File: config.mk
export PLATFORM = sky130hd
export DESIGN_NAME = demux_n_bit_length_reg
export DESIGN_NICKNAME = d
export VERILOG_FILES = /design/src/rtl/demux_pkg.sv /design/src/rtl/demux_out_slot.sv /design/src/rtl/demux_n_bit_length_reg.sv
export SDC_FILE = /design/constraint.sdc
export NUM_CORES = 1
export LEC_CHECK = 0
export CORE_MARGIN = 8
export CORE_UTILIZATION = 51
export DETAILED_ROUTE_END_ITERATION = 12
export PLACE_DENSITY = 0.85
export SKIP_LAST_GASP = 1
export SYNTH_ARGS = -nofsm -noshare
export SYNTH_HDL_FRONTEND = slang
export SYNTH_SLANG_ARGS = --single-unit
export TNS_END_PERCENT = 30
File: constraint.sdc
create_clock -name clk -period 30.7 [get_ports clk]
set_input_delay 7.675 -clock clk [delete_from_list [all_inputs] [get_ports clk]]
set_output_delay 7.675 -clock clk [all_outputs]
set_load 0.01 [all_outputs]
File: src/rtl/demux_pkg.sv
`default_nettype none
// ============================================================================
// Module  : demux_pkg
// Brief   : Shared types and helpers for the one-to-N stream demultiplexer.
// Rev     : 1.0  initial release
// ============================================================================
package demux_pkg;

  typedef enum logic [0:0] {
    SLOT_EMPTY = 1'b0,
    SLOT_FULL  = 1'b1
  } slot_state_e;

  // Select width with a floor of one bit so a single-output build still has a port.
  function automatic int sel_width(input int n);
    return (n <= 1) ? 1 : $clog2(n);
  endfunction

endpackage : demux_pkg
`default_nettype wire

File: src/rtl/demux_out_slot.sv
`default_nettype none
// ============================================================================
// Module  : demux_out_slot
// Brief   : One-entry output register with load/drain handshake control.
// Rev     : 1.0  initial release
// ============================================================================
module demux_out_slot
  import demux_pkg::*;
#(
  parameter int NUM_BITS = 32
) (
  input  logic                clk,
  input  logic                rst,
  input  logic                load_i,
  input  logic                drain_i,
  input  logic [NUM_BITS-1:0] data_i,
  output logic                valid_o,
  output logic [NUM_BITS-1:0] data_o
);

  slot_state_e         state_q, state_d;
  logic [NUM_BITS-1:0] data_q,  data_d;

  always_ff @(posedge clk or posedge rst) begin
    if (rst) begin
      state_q <= SLOT_EMPTY;
      data_q  <= '0;
    end else begin
      state_q <= state_d;
      data_q  <= data_d;
    end
  end

  // A load into a full slot only happens alongside a drain, so it stays full.
  always_comb begin
    state_d = state_q;
    data_d  = data_q;
    if (load_i) begin
      data_d = data_i;
    end
    case (state_q)
      SLOT_EMPTY: if (load_i) state_d = SLOT_FULL;
      SLOT_FULL:  if (drain_i && !load_i) state_d = SLOT_EMPTY;
      default:    state_d = SLOT_EMPTY;
    endcase
  end

  assign valid_o = (state_q == SLOT_FULL);
  assign data_o  = data_q;

endmodule : demux_out_slot
`default_nettype wire

File: src/rtl/demux_n_bit_length_reg.sv
`default_nettype none
// ============================================================================
// Module  : demux_n_bit_length_reg
// Brief   : Registered one-to-N stream demux with a one-word slot per channel.
// Rev     : 1.0  initial release
// ============================================================================
module demux_n_bit_length_reg
  import demux_pkg::*;
#(
  parameter  int NUM_OUTPUTS = 8,
  parameter  int NUM_BITS    = 32,
  localparam int SEL_W       = sel_width(NUM_OUTPUTS),
  localparam int OCC_W       = $clog2(NUM_OUTPUTS + 1)
) (
  input  logic                   clk,
  input  logic                   rst,
  input  logic                   in_valid,
  output logic                   in_ready,
  input  logic [NUM_BITS-1:0]    in_data,
  input  logic [SEL_W-1:0]       in_sel,
  output logic [NUM_OUTPUTS-1:0] out_valid,
  input  logic [NUM_OUTPUTS-1:0] out_ready,
  output logic [NUM_BITS-1:0]    out_data [NUM_OUTPUTS],
  output logic [OCC_W-1:0]       occupancy
);

  logic [SEL_W-1:0]       w_sel;
  logic                   w_accept;
  logic [NUM_OUTPUTS-1:0] w_load;
  logic [NUM_OUTPUTS-1:0] w_drain;
  logic [OCC_W-1:0]       w_n_drain;
  logic [OCC_W-1:0]       occ_q, occ_d;

  // With a single channel the select input carries no information.
  generate
    if (NUM_OUTPUTS == 1) begin : g_sel_single
      assign w_sel = '0;
    end else begin : g_sel_multi
      assign w_sel = in_sel;
    end
  endgenerate

  assign in_ready = !out_valid[w_sel] | out_ready[w_sel];
  assign w_accept = in_valid & in_ready;

  generate
    for (genvar k = 0; k < NUM_OUTPUTS; k++) begin : g_slot
      assign w_load[k]  = w_accept & (w_sel == SEL_W'(k));
      assign w_drain[k] = out_valid[k] & out_ready[k];

      demux_out_slot #(
        .NUM_BITS (NUM_BITS)
      ) u_slot (
        .clk     (clk),
        .rst     (rst),
        .load_i  (w_load[k]),
        .drain_i (w_drain[k]),
        .data_i  (in_data),
        .valid_o (out_valid[k]),
        .data_o  (out_data[k])
      );
    end
  endgenerate

  // At most one load per cycle, so the net change is one accept minus all drains.
  always_comb begin
    w_n_drain = '0;
    for (int k = 0; k < NUM_OUTPUTS; k++) begin
      w_n_drain = w_n_drain + OCC_W'(w_drain[k]);
    end
    occ_d = occ_q + OCC_W'(w_accept) - w_n_drain;
  end

  always_ff @(posedge clk or posedge rst) begin
    if (rst) begin
      occ_q <= '0;
    end else begin
      occ_q <= occ_d;
    end
  end

  assign occupancy = occ_q;

endmodule : demux_n_bit_length_reg
`default_nettype wire

==> flow_summary.json, run 1 <==
{
  "port_buffers": 314,
  "crit_type": "primary input to output pin",
  "synth_area_mm2": 0.0109,
  "finalSetupViolCount": 0,
  "drt-total-wl_um": 29900,
  "fin_crit_sh_pct": 55.4,
  "fill_cells": 1363,
  "syn_inst": 639,
  "rsz0062_at_grt": "false",
  "end_kind": "output pin",
  "worst_pin_slew_ns": 1.24,
  "grt_first_pass_wirelength_um": 45400,
  "path_depth": 5,
  "route.detailed.drc": 0,
  "drive_above_1_share_pct": 32.1,
  "clock_path_buffers": 3,
  "final_common_cell": "clkdlybuf4s50_1",
  "rr_worst_depth": 12,
  "tritoncts": "done",
  "synth_cell_types": 30,
  "critPathRequiredTime_ns": 23.03,
  "syn_area_per_cell_um2": 17.0,
  "grt_max_degree": 133,
  "grt_pass1_vias": 7245,
  "antenna_found_initial": 0,
  "synth_warnings": 0,
  "hpwl_um": 19700,
  "fmaxAchievable_ghz": 0.0587,
  "p_per_area_mw_per_mm2": 78.1,
  "cp_top_family": "buffers and inverters",
  "viasPerCell": 5.27,
  "grt_use_total_pct": 22.3,
  "nets": 1011,
  "finalMaxSlewViolations": 0,
  "setup_ws_ns": 13.68,
  "swShare_pct": 27.3,
  "num_rows": 53,
  "ys_ff_latch": 268,
  "seq_area_frac_synth_pct": 61.8,
  "path_max_fanout": 7,
  "clock-root-buffer": "clkbuf_16",
  "grt.overflow.total": 0,
  "final_cell_mix": "314 x clkdlybuf4s50_1, 268 x dfrtp_1, 158 x mux2_2",
  "ff_latch_area_mm2": 0.00671,
  "antenna_left": 0,
  "internal_power_uw": 854,
  "power_mw": 1.17,
  "die_w_um": 162,
  "share_comb_of_total_power_pct": 30.1,
  "chipHeight_um": 162,
  "drt-initial-drc-count": 280,
  "routedWlPerCell_um": 24.0,
  "finClkSkew_ns": 0.0206,
  "fin_util_pct": 71.7,
  "tns_ns": 0,
  "start_util_pct": 51.8,
  "cts_sinks": 268,
  "switchingPower_uw": 320,
  "worstHoldPathCells": 1,
  "instances_no_fill": 1248,
  "hold_viol": 0,
  "path_clk_slew_ns": 0.06,
  "vias": 6578,
  "hold_path.class": "flip-flop to flip-flop",
  "die_area_mm2": 0.0262,
  "cp_common_cell": "clkdlybuf4s50_1",
  "gp_congestion": 0.795,
  "ios": 315,
  "crit_arrival_ns": 9.35,
  "numCtsBuffers": 28,
  "p_seq_share_pct": 40.9,
  "pwr-share-clk_pct": 28.9,
  "num_antenna_cells": 0,
  "status": "finished clean",
  "dr.pass1.iters": 4,
  "clock_insertion_delay_worst_skew_ns": 0.53,
  "p_leak_nw": 6.59,
  "coreArea_mm2": 0.0210,
  "slowest_delay_ns": 0.58,
  "postCtsHoldBufs": 0,
  "place_ws_ns": 13.71,
  "cts_resized": 0,
  "slowest_stage": "clkdlybuf4s50_1",
  "placed_cells": 1197,
  "drv_cap": 0,
  "path_cells": "clkdlybuf4s50_1, nor2b_2, o211ai_1, nand4_1, clkdlybuf4s50_1",
  "syn_nets": 698,
  "multiInputGateArea_mm2": 0.00379,
  "htreeDepth": 1,
  "syn2layout_area_growth_pct": 38.4,
  "post_cts_buffers": 0,
  "post-route-min-period_ns": 17.02,
  "critPathLaunchType": "primary input",
  "crit_buf_inv": 2,
  "relSlewSlack_pct": 17.3,
  "vdd_drop_max_mv": 0.0656
}
==> power by group through the flow <==
stage | Sequential [mW] | Combinational, mW | Clock (mW)
after floorplan | 0.516 | 0.108 | 0
after global placement | 0.478 | 0.348 | 0
after detailed placement | 0.482 | 0.355 | 0
after CTS | 0.480 | 0.359 | 0.347
after global routing | 0.489 | 0.374 | 0.362
final | 0.480 | 0.354 | 0.340
==> synthesized netlist by cell type, drive strengths merged <==
| cell type | instances | share of area (%) |
|---|---|---|
| dfrtp | 268 | 62 |
| mux2 | 256 | 30 |
| buf | 37 | 3.0 |
| nand2 | 13 | 0.45 |
| inv | 10 | 0.35 |
| nand2b | 8 | 0.46 |
| ha | 7 | 0.81 |
| and2 | 6 | 0.37 |
| fa | 6 | 1.1 |
| nand3 | 4 | 0.37 |
| nand3b | 4 | 0.28 |
| nand4 | 3 | 0.17 |
| nor2b | 3 | 0.20 |
| o211ai | 3 | 0.21 |
| and3 | 2 | 0.12 |
| xnor2 | 2 | 0.16 |
| a41oi | 1 | 0.081 |
| and2b | 1 | 0.092 |
| and4 | 1 | 0.081 |
| clkbuf | 1 | 0.046 |
| nor2 | 1 | 0.035 |
| o2111ai | 1 | 0.081 |
| xor2 | 1 | 0.081 |
==> final cells by class <==
type                       instances  area share, %
tap                              275           2.29
inverter                          10          0.300
clock inverter                    10          0.708
sequential                       268           44.7
timing repair buffer             321           21.3
clock buffer                      41           5.53
multi-input combinational        323           25.2
==> flip-flops by register name, indices dropped and copies added, names as in the netlist <==
signal	flops
g_slot.u_slot.valid_o	8
occupancy	4
g_slot.u_slot.data_o	256
==> stage by stage <==
stage	area, um^2	hold WS (ns)
finish	15000	0.494
global route	15000	0.515
CTS	15000	0.492
detailed placement	14100	0.478
global placement	14100	0.468
floorplan	10900	0.496
==> cell families after synthesis <==
group                      Yosys count  synth area share [%]
muxes                              256                  29.7
xor gates and xnor gates             3                 0.242
adders and majority gates           13                  1.91
buffers and inverters               48                  3.40
AOI/OAI and AO/OA                    5                 0.369
DFF                                268                  61.8
and+or+nand+nor                     46                  2.62
==> worst register-to-register path: cells and delay by family (launching register included) <==
kind	cells	cell delay, ns
adders and majority gates	6	2.14
DFF	1	0.42
xor gates and xnor gates	2	0.27
buffers and inverters	3	0.20
and+or+nand+nor	1	0.17
==> metal layers <==
metal  routed length (um)  global-route usage (%)  vias up
met5                    0                       0        -
met4                  555                    5.39        0
met3                 3090                    7.97       44
met2                14400                    37.8      273
met1                11800                    26.6     3401
li1                     -                       -     2860
==> path summary, 6_finish.rpt <==
check                                                        start                                      end  slack [ns]
max                                                      in_sel[1]                                 in_ready       13.68
min                        g_slot[7].u_slot.data_o[24]$_DFFE_PP0P_  g_slot[7].u_slot.data_o[24]$_DFFE_PP0P_        0.49
max reg2reg                     g_slot[5].u_slot.valid_o$_DFF_PP0_                   occupancy[3]$_DFF_PP0_       27.39
min reg2reg                g_slot[7].u_slot.data_o[24]$_DFFE_PP0P_  g_slot[7].u_slot.data_o[24]$_DFFE_PP0P_        0.49
max in group asynchronous                                      rst   g_slot[1].u_slot.data_o[9]$_DFFE_PP0P_       20.78
min in group asynchronous                                      rst  g_slot[5].u_slot.data_o[20]$_DFFE_PP0P_        7.73
Note: power is estimated with default switching activity, not from simulation.
==> run 2, diff against run 1 <==
- CORE_UTILIZATION: 51 -> 48
- PLACE_DENSITY: 0.85 -> 0.81
- clock period: 30.7 -> 17.1 ns (I/O delays scaled with it)
==> flow_summary.json, run 2 (synthesis gave the netlist of run 1 again) <==
{
  "status": "finished clean",
  "relSlewSlack_pct": 23.3,
  "antenna_left": 0,
  "crit_arrival_ns": 5.96,
  "coreArea_mm2": 0.0224,
  "chipHeight_um": 166,
  "cts_resized": 0,
  "dr.pass1.iters": 4,
  "setup_ws_ns": 6.87,
  "grt_first_pass_wirelength_um": 45500,
  "critPathLaunchType": "primary input",
  "routedWlPerCell_um": 23.1,
  "clock_path_buffers": 3,
  "multiInputGateArea_mm2": 0.00379,
  "viasPerCell": 5.20,
  "tritoncts": "done",
  "cp-endpoint": "in_ready",
  "num_antenna_cells": 0,
  "drt-total-wl_um": 29000,
  "rr_worst_depth": 12,
  "largest_reg_flops": 256,
  "crit_buf_inv": 2,
  "finalMaxSlewViolations": 0,
  "fill_cells": 1588,
  "grt_use_total_pct": 20.7,
  "postCtsHoldBufs": 0,
  "path_max_fanout": 7,
  "die_area_mm2": 0.0277,
  "finClkSkew_ns": 0.00892,
  "hpwl_um": 19500,
  "gp_congestion": 0.813,
  "syn2layout_area_growth_pct": 38.0,
  "fmaxAchievable_ghz": 0.0977,
  "final_cell_mix": "314 x clkdlybuf4s50_1, 268 x dfrtp_1, 158 x mux2_2",
  "p_per_area_mw_per_mm2": 138,
  "rr_endpoint": "occupancy[3]$_DFF_PP0_",
  "start_util_pct": 48.4,
  "route.detailed.drc": 0,
  "p_leak_nw": 6.56,
  "num_rows": 55,
  "path_cells": "clkdlybuf4s50_1, nor2b_2, o211ai_1, nand4_1, clkdlybuf4s50_1",
  "numCtsBuffers": 28,
  "critical_path.startpoint": "in_sel[1]",
  "cts_sinks": 268,
  "grt_max_degree": 111,
  "final_common_cell": "clkdlybuf4s50_1",
  "slowest_stage": "clkdlybuf4s50_1",
  "stdcell_area_mm2": 0.0150,
  "rsz0062_at_grt": "false",
  "vdd_drop_max_mv": 0.106,
  "critPathRequiredTime_ns": 12.82,
  "cp_common_cell": "clkdlybuf4s50_1",
  "crit_type": "primary input to output pin",
  "r2r_start": "g_slot[5].u_slot.valid_o$_DFF_PP0_",
  "ff_latch_area_mm2": 0.00671,
  "r2r_slack_ns": 13.77,
  "die_w_um": 166,
  "worst_pin_slew_ns": 1.15,
  "placed_cell_area_mm2": 0.0141,
  "htreeDepth": 1,
  "nets": 1013,
  "clock-root-buffer": "clkbuf_16",
  "tns_ns": 0,
  "place_ws_ns": 6.87,
  "post_cts_buffers": 0,
  "post-route-min-period_ns": 10.23,
  "drv_cap": 0,
  "fin_crit_sh_pct": 59.8,
  "ios": 315,
  "antenna_found_initial": 0,
  "end_kind": "output pin",
  "hold_viol": 0,
  "grt.overflow.total": 0,
  "path_clk_slew_ns": 0.06,
  "drt-initial-drc-count": 287,
  "grt_pass1_vias": 7276,
  "finalSetupViolCount": 0,
  "slowest_delay_ns": 0.60,
  "drive_above_1_share_pct": 31.6,
  "clock_insertion_delay_worst_skew_ns": 0.53,
  "vias": 6532,
  "cp_top_family": "buffers and inverters",
  "port_buffers": 314,
  "hold_path.class": "flip-flop to flip-flop",
  "path_depth": 5
}
==> run 2: worst register-to-register path, cell delays in order (launching register included) <==
cell and delay (ns):
dfrtp_1 0.43, and2_1 0.18, fa_1 0.43, fa_1 0.51, inv_1 0.05, fa_1 0.36, inv_1 0.08, fa_1 0.41
inv_1 0.06, ha_1 0.23, ha_1 0.20, xor2_1 0.15, xnor2_1 0.12
==> run 2: report_power, final <==
part           total [mW]  internal [mW]  switching (mW)
clock               0.580          0.344           0.236
sequential          0.859          0.778          0.0805
combinational       0.631          0.388           0.243
==> run 2: stage by stage <==
step	cells	utilization (%)	power (mW)	hold WS, ns
finish	1256	66.8	2.07	0.489
global route	1256	66.8	2.16	0.513
CTS	1256	66.8	2.09	0.493
detailed placement	1209	62.9	1.50	0.475
global placement	1209	62.9	1.48	0.468
floorplan	639	-	1.12	0.496
==> run 2: metal layers <==
layer  global-route usage [%]  part of all wire (%)  vias to the layer above
met3                     7.44                   8.6                       53
li1                         -                     -                     2848
met4                     6.31                   2.9                        0
met2                     33.8                    47                      243
met5                        0                     0                        -
met1                     25.4                    41                     3388
==> run 2: area by class of cell <==
type	count	share of cell area, %
Multi-Input combinational cell	323	25.3
Tap cell	285	2.38
Sequential cell	268	44.8
Timing Repair Buffer	323	21.4
Inverter	10	0.301
Clock buffer	43	5.53
Clock inverter	4	0.301
==> run 2: how the worst min path moves through the flow <==
stage / from / end / cells past startpoint / slack [ns]
4_1_cts: g_slot[4].u_slot.data_o[6]$_DFFE_PP0P_ / g_slot[4].u_slot.data_o[6]$_DFFE_PP0P_ / 1 / 0.49
5_1_grt: g_slot[4].u_slot.data_o[3]$_DFFE_PP0P_ / g_slot[4].u_slot.data_o[3]$_DFFE_PP0P_ / 1 / 0.51
3_3_place_gp: g_slot[7].u_slot.data_o[24]$_DFFE_PP0P_ / g_slot[7].u_slot.data_o[24]$_DFFE_PP0P_ / 1 / 0.47
2_1_floorplan: g_slot[5].u_slot.valid_o$_DFF_PP0_ / g_slot[5].u_slot.valid_o$_DFF_PP0_ / 2 / 0.50
3_5_place_dp: g_slot[7].u_slot.data_o[24]$_DFFE_PP0P_ / g_slot[7].u_slot.data_o[24]$_DFFE_PP0P_ / 1 / 0.47
6_report: g_slot[4].u_slot.data_o[24]$_DFFE_PP0P_ / g_slot[4].u_slot.data_o[24]$_DFFE_PP0P_ / 1 / 0.49
==> run 3, diff against run 2 <==
- clock period: 17.1 -> 10.47 ns (I/O delays scaled with it)
==> flow_summary.json, run 3 (synthesis gave the netlist of run 1 again) <==
{
  "status": "finished clean",
  "crit_buf_inv": 2,
  "coreArea_mm2": 0.0224,
  "slowest_stage": "clkdlybuf4s50_1",
  "clock-root-buffer": "clkbuf_16",
  "clock_insertion_delay_worst_skew_ns": 0.53,
  "switchingPower_uw": 917,
  "relSlewSlack_pct": 23.4,
  "grt_max_degree": 151,
  "routedWlPerCell_um": 22.9,
  "pwr-share-clk_pct": 29.0,
  "critPathRequiredTime_ns": 7.85,
  "cts_sinks": 268,
  "post_cts_buffers": 0,
  "grt_first_pass_wirelength_um": 45000,
  "post-route-min-period_ns": 6.87,
  "rr_endpoint": "occupancy[3]$_DFF_PP0_",
  "drt-initial-drc-count": 301,
  "rsz0062_at_grt": "false",
  "antenna_found_initial": 0,
  "critPathLaunchType": "primary input",
  "ios": 315,
  "crit_type": "primary input to output pin",
  "rr_worst_depth": 12,
  "grt_pass1_vias": 7199,
  "tritoncts": "done",
  "viasPerCell": 5.19,
  "route.detailed.drc": 0,
  "largest_reg_flops": 256,
  "vdd_drop_max_mv": 0.154,
  "cp_top_family": "buffers and inverters",
  "critical_path.startpoint": "in_sel[2]",
  "p_leak_nw": 6.60,
  "grt_use_total_pct": 20.5,
  "path_clk_slew_ns": 0.06,
  "final_cell_mix": "314 x clkdlybuf4s50_1, 268 x dfrtp_1, 158 x mux2_2",
  "antenna_left": 0,
  "syn2layout_area_growth_pct": 38.6,
  "p_per_area_mw_per_mm2": 228,
  "fin_crit_sh_pct": 65.6,
  "cts_resized": 0,
  "r2r_slack_ns": 7.16,
  "drv_cap": 0,
  "tns_ns": 0,
  "final_common_cell": "clkdlybuf4s50_1",
  "finalSetupViolCount": 0,
  "postCtsHoldBufs": 0,
  "worst_pin_slew_ns": 1.15,
  "path_max_fanout": 7,
  "die_area_mm2": 0.0277,
  "fmaxAchievable_ghz": 0.146,
  "path_cells": "clkdlybuf4s50_1, nor2_1, o211ai_1, nand4_1, clkdlybuf4s50_1",
  "fin_util_pct": 67.1,
  "internal_power_mw": 2.51,
  "drive_above_1_share_pct": 32.1,
  "crit_arrival_ns": 4.25,
  "nets": 1012,
  "start_util_pct": 48.4,
  "path_depth": 5,
  "num_rows": 55,
  "vias": 6523,
  "drt-total-wl_um": 28800,
  "share_comb_of_total_power_pct": 30.0,
  "htreeDepth": 1,
  "die_w_um": 166,
  "worstHoldPathCells": 1,
  "cp-endpoint": "in_ready",
  "num_antenna_cells": 0,
  "hold_viol": 0,
  "hold_path.class": "flip-flop to flip-flop",
  "instances_no_fill": 1257,
  "numCtsBuffers": 28,
  "finalMaxSlewViolations": 0,
  "gp_congestion": 0.813,
  "p_seq_share_pct": 41.0,
  "swShare_pct": 26.8,
  "dr.pass1.iters": 4,
  "clock_path_buffers": 3,
  "grt.overflow.total": 0,
  "slowest_delay_ns": 0.55,
  "end_kind": "output pin",
  "finClkSkew_ns": 0.0172,
  "r2r_start": "g_slot[7].u_slot.valid_o$_DFF_PP0_",
  "placed_cells": 1208,
  "whs_ns": 0.488,
  "chipHeight_um": 166,
  "port_buffers": 314,
  "cp_common_cell": "clkdlybuf4s50_1",
  "hpwl_um": 19400
}
## run 3: worst register-to-register path, delay by kind of cell (launching register included)
family | cells | cell delay [ns]
XOR/XNOR | 2 | 0.27
AND/OR/NAND/NOR | 1 | 0.19
flip-flops | 1 | 0.42
buffers and inverters | 3 | 0.20
adder cells (fa/ha/maj) | 6 | 2.13
## run 3: stage by stage
stage	instance area [um^2]	worst slack, ns	power (mW)
after floorplan	10900	0.471	1.83
after global placement	14100	3.62	2.42
after detailed placement	14100	3.61	2.45
after CTS	15000	3.60	3.47
after global routing	15000	3.50	3.58
final	15000	3.60	3.42
## run 3: cell type report
type	instances	area (um^2)
clock inverters	8	90.1
multi-input cells	323	3790
clock buffers	41	841
well taps	285	357
inverters	10	45.0
flip-flops and latches	268	6710
repair buffers	322	3220
fillers	1539	7390
## run 3: worst min path at each step
stage	end	slack, ns	startpoint
final	g_slot[4].u_slot.data_o[3]$_DFFE_PP0P_	0.49	g_slot[4].u_slot.data_o[3]$_DFFE_PP0P_
after floorplan	g_slot[5].u_slot.valid_o$_DFF_PP0_	0.50	g_slot[5].u_slot.valid_o$_DFF_PP0_
after detailed placement	g_slot[4].u_slot.data_o[3]$_DFFE_PP0P_	0.48	g_slot[4].u_slot.data_o[3]$_DFFE_PP0P_
after CTS	g_slot[4].u_slot.data_o[5]$_DFFE_PP0P_	0.49	g_slot[4].u_slot.data_o[5]$_DFFE_PP0P_
after global placement	g_slot[7].u_slot.data_o[24]$_DFFE_PP0P_	0.47	g_slot[7].u_slot.data_o[24]$_DFFE_PP0P_
after global routing	g_slot[4].u_slot.data_o[3]$_DFFE_PP0P_	0.50	g_slot[4].u_slot.data_o[3]$_DFFE_PP0P_
## run 3: power by group through the flow
stage               Sequential, mW  Clock, mW  Combinational (mW)
floorplan                     1.51          0               0.318
global placement              1.40          0                1.02
detailed placement            1.41          0                1.04
CTS                           1.40       1.02                1.05
global route                  1.43       1.06                1.09
finish                        1.40      0.992                1.03
## run 3: layer usage
metal	vias to the layer above	wire length, um	GRT usage (%)
li1	2860	-	-
met1	3397	11900	25.6
met2	230	13800	33.7
met3	36	2540	7.56
met4	0	500	4.39
met5	-	0	0
